===== src/rtl/fetch_stage.sv =====
// MIPS32 instruction fetch stage: owns the PC, issues reads to a 1-cycle synchronous
// instruction memory and loads the IF/ID register, with a one-entry skid for stalls.
module fetch_stage #(
  parameter logic [31:0] RESET_PC  = 32'h0000_0000,
  parameter logic [31:0] NOP_INSTR = 32'h0000_0000
) (
  input  logic        clk,
  input  logic        rst,
  input  logic        stall,
  input  logic        redirect_valid,
  input  logic [31:0] redirect_pc,
  output logic        imem_rd_en,
  output logic [31:0] imem_addr,
  input  logic [31:0] imem_rdata,
  output logic        if_id_valid,
  output logic [31:0] if_id_instr,
  output logic [31:0] if_id_pc_plus4,
  output logic [11:0] if_id_ctrl
);

  logic [31:0] pc_reg, pc_next;
  logic        inflight_reg, inflight_next;
  logic [31:0] inflight_pc_reg, inflight_pc_next;
  logic        skid_valid_reg, skid_valid_next;
  logic [31:0] skid_instr_reg, skid_instr_next;
  logic [31:0] skid_pc_reg, skid_pc_next;
  logic        if_id_valid_reg, if_id_valid_next;
  logic [31:0] if_id_instr_reg, if_id_instr_next;
  logic [31:0] if_id_pc_plus4_reg, if_id_pc_plus4_next;
  logic [31:0] redirect_addr;

  assign redirect_addr = {redirect_pc[31:2], 2'b00};

  // Memory request is suppressed while reset is held so no stale read lands afterwards.
  always_comb begin
    imem_rd_en = !rst && (redirect_valid || !stall);
    if (rst)
      imem_addr = RESET_PC;
    else if (redirect_valid)
      imem_addr = redirect_addr;
    else
      imem_addr = pc_reg;
  end

  always_comb begin
    pc_next             = pc_reg;
    inflight_next       = 1'b0;
    inflight_pc_next    = inflight_pc_reg;
    skid_valid_next     = skid_valid_reg;
    skid_instr_next     = skid_instr_reg;
    skid_pc_next        = skid_pc_reg;
    if_id_valid_next    = if_id_valid_reg;
    if_id_instr_next    = if_id_instr_reg;
    if_id_pc_plus4_next = if_id_pc_plus4_reg;

    if (redirect_valid) begin
      // Redirect kills the returning read and any skid contents.
      pc_next             = redirect_addr + 32'd4;
      inflight_next       = 1'b1;
      inflight_pc_next    = redirect_addr;
      skid_valid_next     = 1'b0;
      if_id_valid_next    = 1'b0;
      if_id_instr_next    = NOP_INSTR;
      if_id_pc_plus4_next = 32'd0;
    end else if (stall) begin
      if (inflight_reg) begin
        skid_valid_next = 1'b1;
        skid_instr_next = imem_rdata;
        skid_pc_next    = inflight_pc_reg + 32'd4;
      end
    end else begin
      pc_next          = pc_reg + 32'd4;
      inflight_next    = 1'b1;
      inflight_pc_next = pc_reg;
      if (skid_valid_reg) begin
        skid_valid_next     = 1'b0;
        if_id_valid_next    = 1'b1;
        if_id_instr_next    = skid_instr_reg;
        if_id_pc_plus4_next = skid_pc_reg;
      end else if (inflight_reg) begin
        if_id_valid_next    = 1'b1;
        if_id_instr_next    = imem_rdata;
        if_id_pc_plus4_next = inflight_pc_reg + 32'd4;
      end else begin
        // Nothing to deliver: insert a bubble rather than re-issue the old instruction.
        if_id_valid_next    = 1'b0;
        if_id_instr_next    = NOP_INSTR;
        if_id_pc_plus4_next = 32'd0;
      end
    end
  end

  always_ff @(posedge clk or posedge rst) begin
    if (rst) begin
      pc_reg             <= RESET_PC;
      inflight_reg       <= 1'b0;
      inflight_pc_reg    <= 32'd0;
      skid_valid_reg     <= 1'b0;
      skid_instr_reg     <= 32'd0;
      skid_pc_reg        <= 32'd0;
      if_id_valid_reg    <= 1'b0;
      if_id_instr_reg    <= NOP_INSTR;
      if_id_pc_plus4_reg <= 32'd0;
    end else begin
      pc_reg             <= pc_next;
      inflight_reg       <= inflight_next;
      inflight_pc_reg    <= inflight_pc_next;
      skid_valid_reg     <= skid_valid_next;
      skid_instr_reg     <= skid_instr_next;
      skid_pc_reg        <= skid_pc_next;
      if_id_valid_reg    <= if_id_valid_next;
      if_id_instr_reg    <= if_id_instr_next;
      if_id_pc_plus4_reg <= if_id_pc_plus4_next;
    end
  end

  assign if_id_valid    = if_id_valid_reg;
  assign if_id_instr    = if_id_instr_reg;
  assign if_id_pc_plus4 = if_id_pc_plus4_reg;

  // Control field is {opcode, funct}.
  generate
    for (genvar gi = 0; gi < 6; gi++) begin : g_ctrl
      assign if_id_ctrl[gi]     = if_id_instr_reg[gi];
      assign if_id_ctrl[gi + 6] = if_id_instr_reg[gi + 26];
    end
  endgenerate

endmodule


===== config.mk =====
export PLATFORM = sky130hd
export DESIGN_NAME = fetch_stage
export DESIGN_NICKNAME = d
export VERILOG_FILES = /design/src/rtl/fetch_stage.sv
export SDC_FILE = /design/constraint.sdc
export NUM_CORES = 1
export LEC_CHECK = 0
export BUFFER_PORTS_ARGS = -buffer_cell sky130_fd_sc_hd__buf_2
export CORE_AREA = 2 2 130 132
export DETAILED_ROUTE_END_ITERATION = 8
export DIE_AREA = 0 0 132 134
export PLACE_DENSITY = 0.85
export REMOVE_ABC_BUFFERS = 1
export SYNTH_ARGS = -nofsm -noshare
export SYNTH_HDL_FRONTEND = slang
export SYNTH_SLANG_ARGS = --single-unit

===== constraint.sdc =====
create_clock -name clk -period 15.5 [get_ports clk]
set_input_delay 3.875 -clock clk [delete_from_list [all_inputs] [get_ports clk]]
set_output_delay 3.875 -clock clk [all_outputs]
set_load 0.03 [all_outputs]

==> impl_metrics.py <==
metrics = {
    "run_status": {
        "status": "finished, final reports clean",
    },
    "synth": {
        "yosys_warnings": 0,
        "async_flop_share_pct": 100,
        "synthDistinctLibCells": 49,
        "netlist.area_leader.share_pct": 47.9,
        "synth_most_common_cell": "dfrtp_1",
        "synth_common_cells": "187 x dfrtp_1, 126 x nor2_1, 99 x o21ai_0, 95 x nand2_1, 73 x a21oi_1",
        "synth_top_cell_by_area": "dfrtp_1",
        "synth_ff_type": "dfrtp_1",
        "synth.cell_area_mm2": 0.00977,
        "synth.yosys.seq_area_share_pct": 47.9,
        "synth.avg_cell_area_um2": 9.50,
        "synth_area_leaders": "dfrtp_1 48%, mux2i_1 5.4%, o21ai_0 5.1%",
        "synth-edff-count": 0,
        "synth_seq_cells": 187,
        "syn_inst": 1028,
    },
    "floorplanning": {
        "die_area_mm2": 0.0177,
        "core.rowCount": 47,
        "fp.dieH_um": 134,
        "io_pins": 178,
        "die_x_um": 132,
        "fp.coreArea_mm2": 0.0163,
        "initial_utilization_pct": 60.0,
    },
    "sta": {
        "max_slew_margin_pct": 28.8,
        "rsz0062_at_grt": "no",
        "fmax_mhz": 98.4,
        "finalCriticalPeriod_ps": 10160,
        "hold_viol_final": 0,
        "tns_ps": 0,
        "setup_viol": 0,
        "final.period_utilization_pct": 65.5,
        "fin_ws_ps": 5340,
        "tightest_slew_ps": 1070,
        "fin_worst_skew_ps": 5.81,
        "slew_viol_final": 0,
    },
    "route": {
        "drt_first_pass_iters": 5,
        "drc": 0,
        "drt_iter0_drc": 569,
        "wl_per_cell_um": 17.0,
        "ant_nets": 0,
        "finalWirelength_um": 23300,
        "routed_via_density": 5.93,
        "dr_total_vias": 8148,
    },
    "grt": {
        "grt_max_degree": 99,
        "grt_pass1_wl_um": 38300,
        "overflow": 0,
        "antenna_found_initial": 0,
        "track_usage_pct": 26.9,
        "grt_pass1_vias": 7650,
    },
    "worst_setup_path": {
        "crit_path_end_kind": "output port",
        "crit_type": "in -> out",
        "crit_path_max_fanout": 47,
        "cp.required_ps": 11620,
        "crit_arrival_ps": 6280,
        "cp-start-kind": "input port",
    },
    "cts": {
        "path_clk_slew_ps": 60,
        "clockBufferDepth": 2,
        "post-cts-setup-buffers": 0,
        "ctsHtreeMaxLevel": 4,
        "holdBufCountCts": 0,
        "cts_made_buffers": 17,
        "clockRootBuffer": "clkbuf_16",
        "cts_tree": "done",
        "clk_latency_ps": 430,
        "cts_sinks": 187,
        "cts_resized": 0,
    },
    "final_layout": {
        "multi_input_area_mm2": 0.00465,
        "syn_to_final_growth_pct": 14.7,
        "antenna_cells": 0,
        "fill_cells": 1277,
        "finish.instance_area_mm2": 0.0112,
        "layout-drive-gt1-share_pct": 22.6,
        "final_nets": 1211,
        "register_area_mm2": 0.00468,
    },
    "power": {
        "power.leakage_nw": 5.17,
        "p_per_area_mw_per_mm2": 118,
        "clockPowerShare_pct": 35.1,
        "power.internal_mw": 0.924,
        "p_sw_share_pct": 29.9,
        "comb_power_share_pct": 19.1,
        "peakVddDrop_mv": 0.0878,
        "p_sw_mw": 0.394,
        "seqPwrFrac_pct": 45.8,
    },
    "placed_design": {
        "place_area_mm2": 0.0106,
        "portBuffers": 171,
        "post-dp-hpwl_um": 15200,
        "place.gp.congestion": 0.862,
        "pre_cts_ws_ps": 5330,
    },
    "min_path": {
        "hold_path.class": "reg -> reg",
    },
    "flow_run": {
        "max_cap_viol_count": 0,
    },
}
[cells in the final DEF (no fill, tap or decap), drive strengths merged, types with 2 or more instances in the layout]
| cell | instances |
|---|---|
| ha | 2 |
| mux2i | 53 |
| a22oi | 18 |
| clkbuf | 20 |
| nand3 | 25 |
| nand2 | 95 |
| and3 | 7 |
| dfrtp | 187 |
| xnor2 | 51 |
| nor3 | 22 |
| clkinv | 5 |
| nor3b | 3 |
| a221o | 22 |
| bufinv | 4 |
| nor2 | 126 |
| and2 | 7 |
| clkinvlp | 4 |
| nand3b | 8 |
| a21oi | 73 |
| a21o | 2 |
| buf | 180 |
| o21ai | 99 |
| conb | 4 |
| nand2b | 18 |
| nand4 | 17 |
| a211oi | 2 |
| nor4b | 2 |
| inv | 8 |
| mux2 | 40 |
| a211o | 2 |
| a221oi | 4 |
| xor2 | 24 |
| nor4 | 8 |
| and4 | 2 |
[metrics by stage]
step / utilization, % / instances / hold slack, ps / power, mW
6_report: 68.8 / 1374 / 481 / 1.32
5_1_grt: 68.8 / 1374 / 499 / 1.38
4_1_cts: 68.8 / 1374 / 480 / 1.32
3_5_place_dp: 64.9 / 1342 / 464 / 0.861
3_3_place_gp: 64.9 / 1342 / 460 / 0.849
2_1_floorplan: - / 942 / 445 / 0.771
[worst paths after layout]
path | slack, ps | depth (start not counted) | endpoint | start
worst max-delay path | 5340 | 6 | imem_rd_en | stall
worst min-delay path | 480 | 2 | skid_pc_reg[27]$_DFFE_PP0P_ | skid_pc_reg[27]$_DFFE_PP0P_
worst max register to register | 12720 | 8 | pc_reg[28]$_DFFE_PP0N_ | pc_reg[3]$_DFFE_PP0N_
worst min register to register | 480 | 2 | skid_pc_reg[27]$_DFFE_PP0P_ | skid_pc_reg[27]$_DFFE_PP0P_
max in group asynchronous | 9670 | 4 | if_id_instr[9]$_DFFE_PP0N_ | rst
min in group asynchronous | 3790 | 2 | inflight_pc_reg[9]$_DFFE_PP0N_ | rst
[critical path, stage by stage]
cell    delay (ps)
buf_4          410
inv_1          620
nor2_1         730
buf_4          340
nor2_1          80
buf_2          210
[kinds of logic (layout without fill, tap and decap cells)]
group,count (synthesis),count (layout),synth area share [%]
AO/OA/AOI/OAI,228,228,13.8
flip-flops,187,187,47.9
other,1,4,0.0384
XOR/XNOR,75,75,6.72
multiplexers,93,93,10.0
AND/OR/NAND/NOR,344,344,16.6
buffers and inverters,98,221,4.66
adder cells (fa/ha/maj),2,2,0.256
[power groups by stage]
stage                     logic [mW]  clock network [mW]  registers [mW]
after floorplan                0.144                   0           0.627
after global placement         0.244                   0           0.605
after detailed placement       0.251                   0           0.610
after CTS                      0.253               0.467           0.601
after global routing           0.279               0.487           0.611
final                          0.252               0.462           0.603
[routing by layer]
metal | up-vias | part of all wire [%] | track usage [%]
li1 | 3802 | - | -
met1 | 3988 | 43 | 36.8
met2 | 310 | 48 | 43.5
met3 | 48 | 5.8 | 4.04
met4 | 0 | 2.5 | 10.9
met5 | - | 0 | 0
[area by class of cell]
type,instances,share of cell area [%]
well taps,220,2.46
inverters,9,0.346
clock buffers,20,4.08
clock inverters,12,1.52
repair buffers,180,8.32
multi-input cells,746,41.5
flip-flops and latches,187,41.8
No activity file was read; power rests on OpenSTA's default activity.
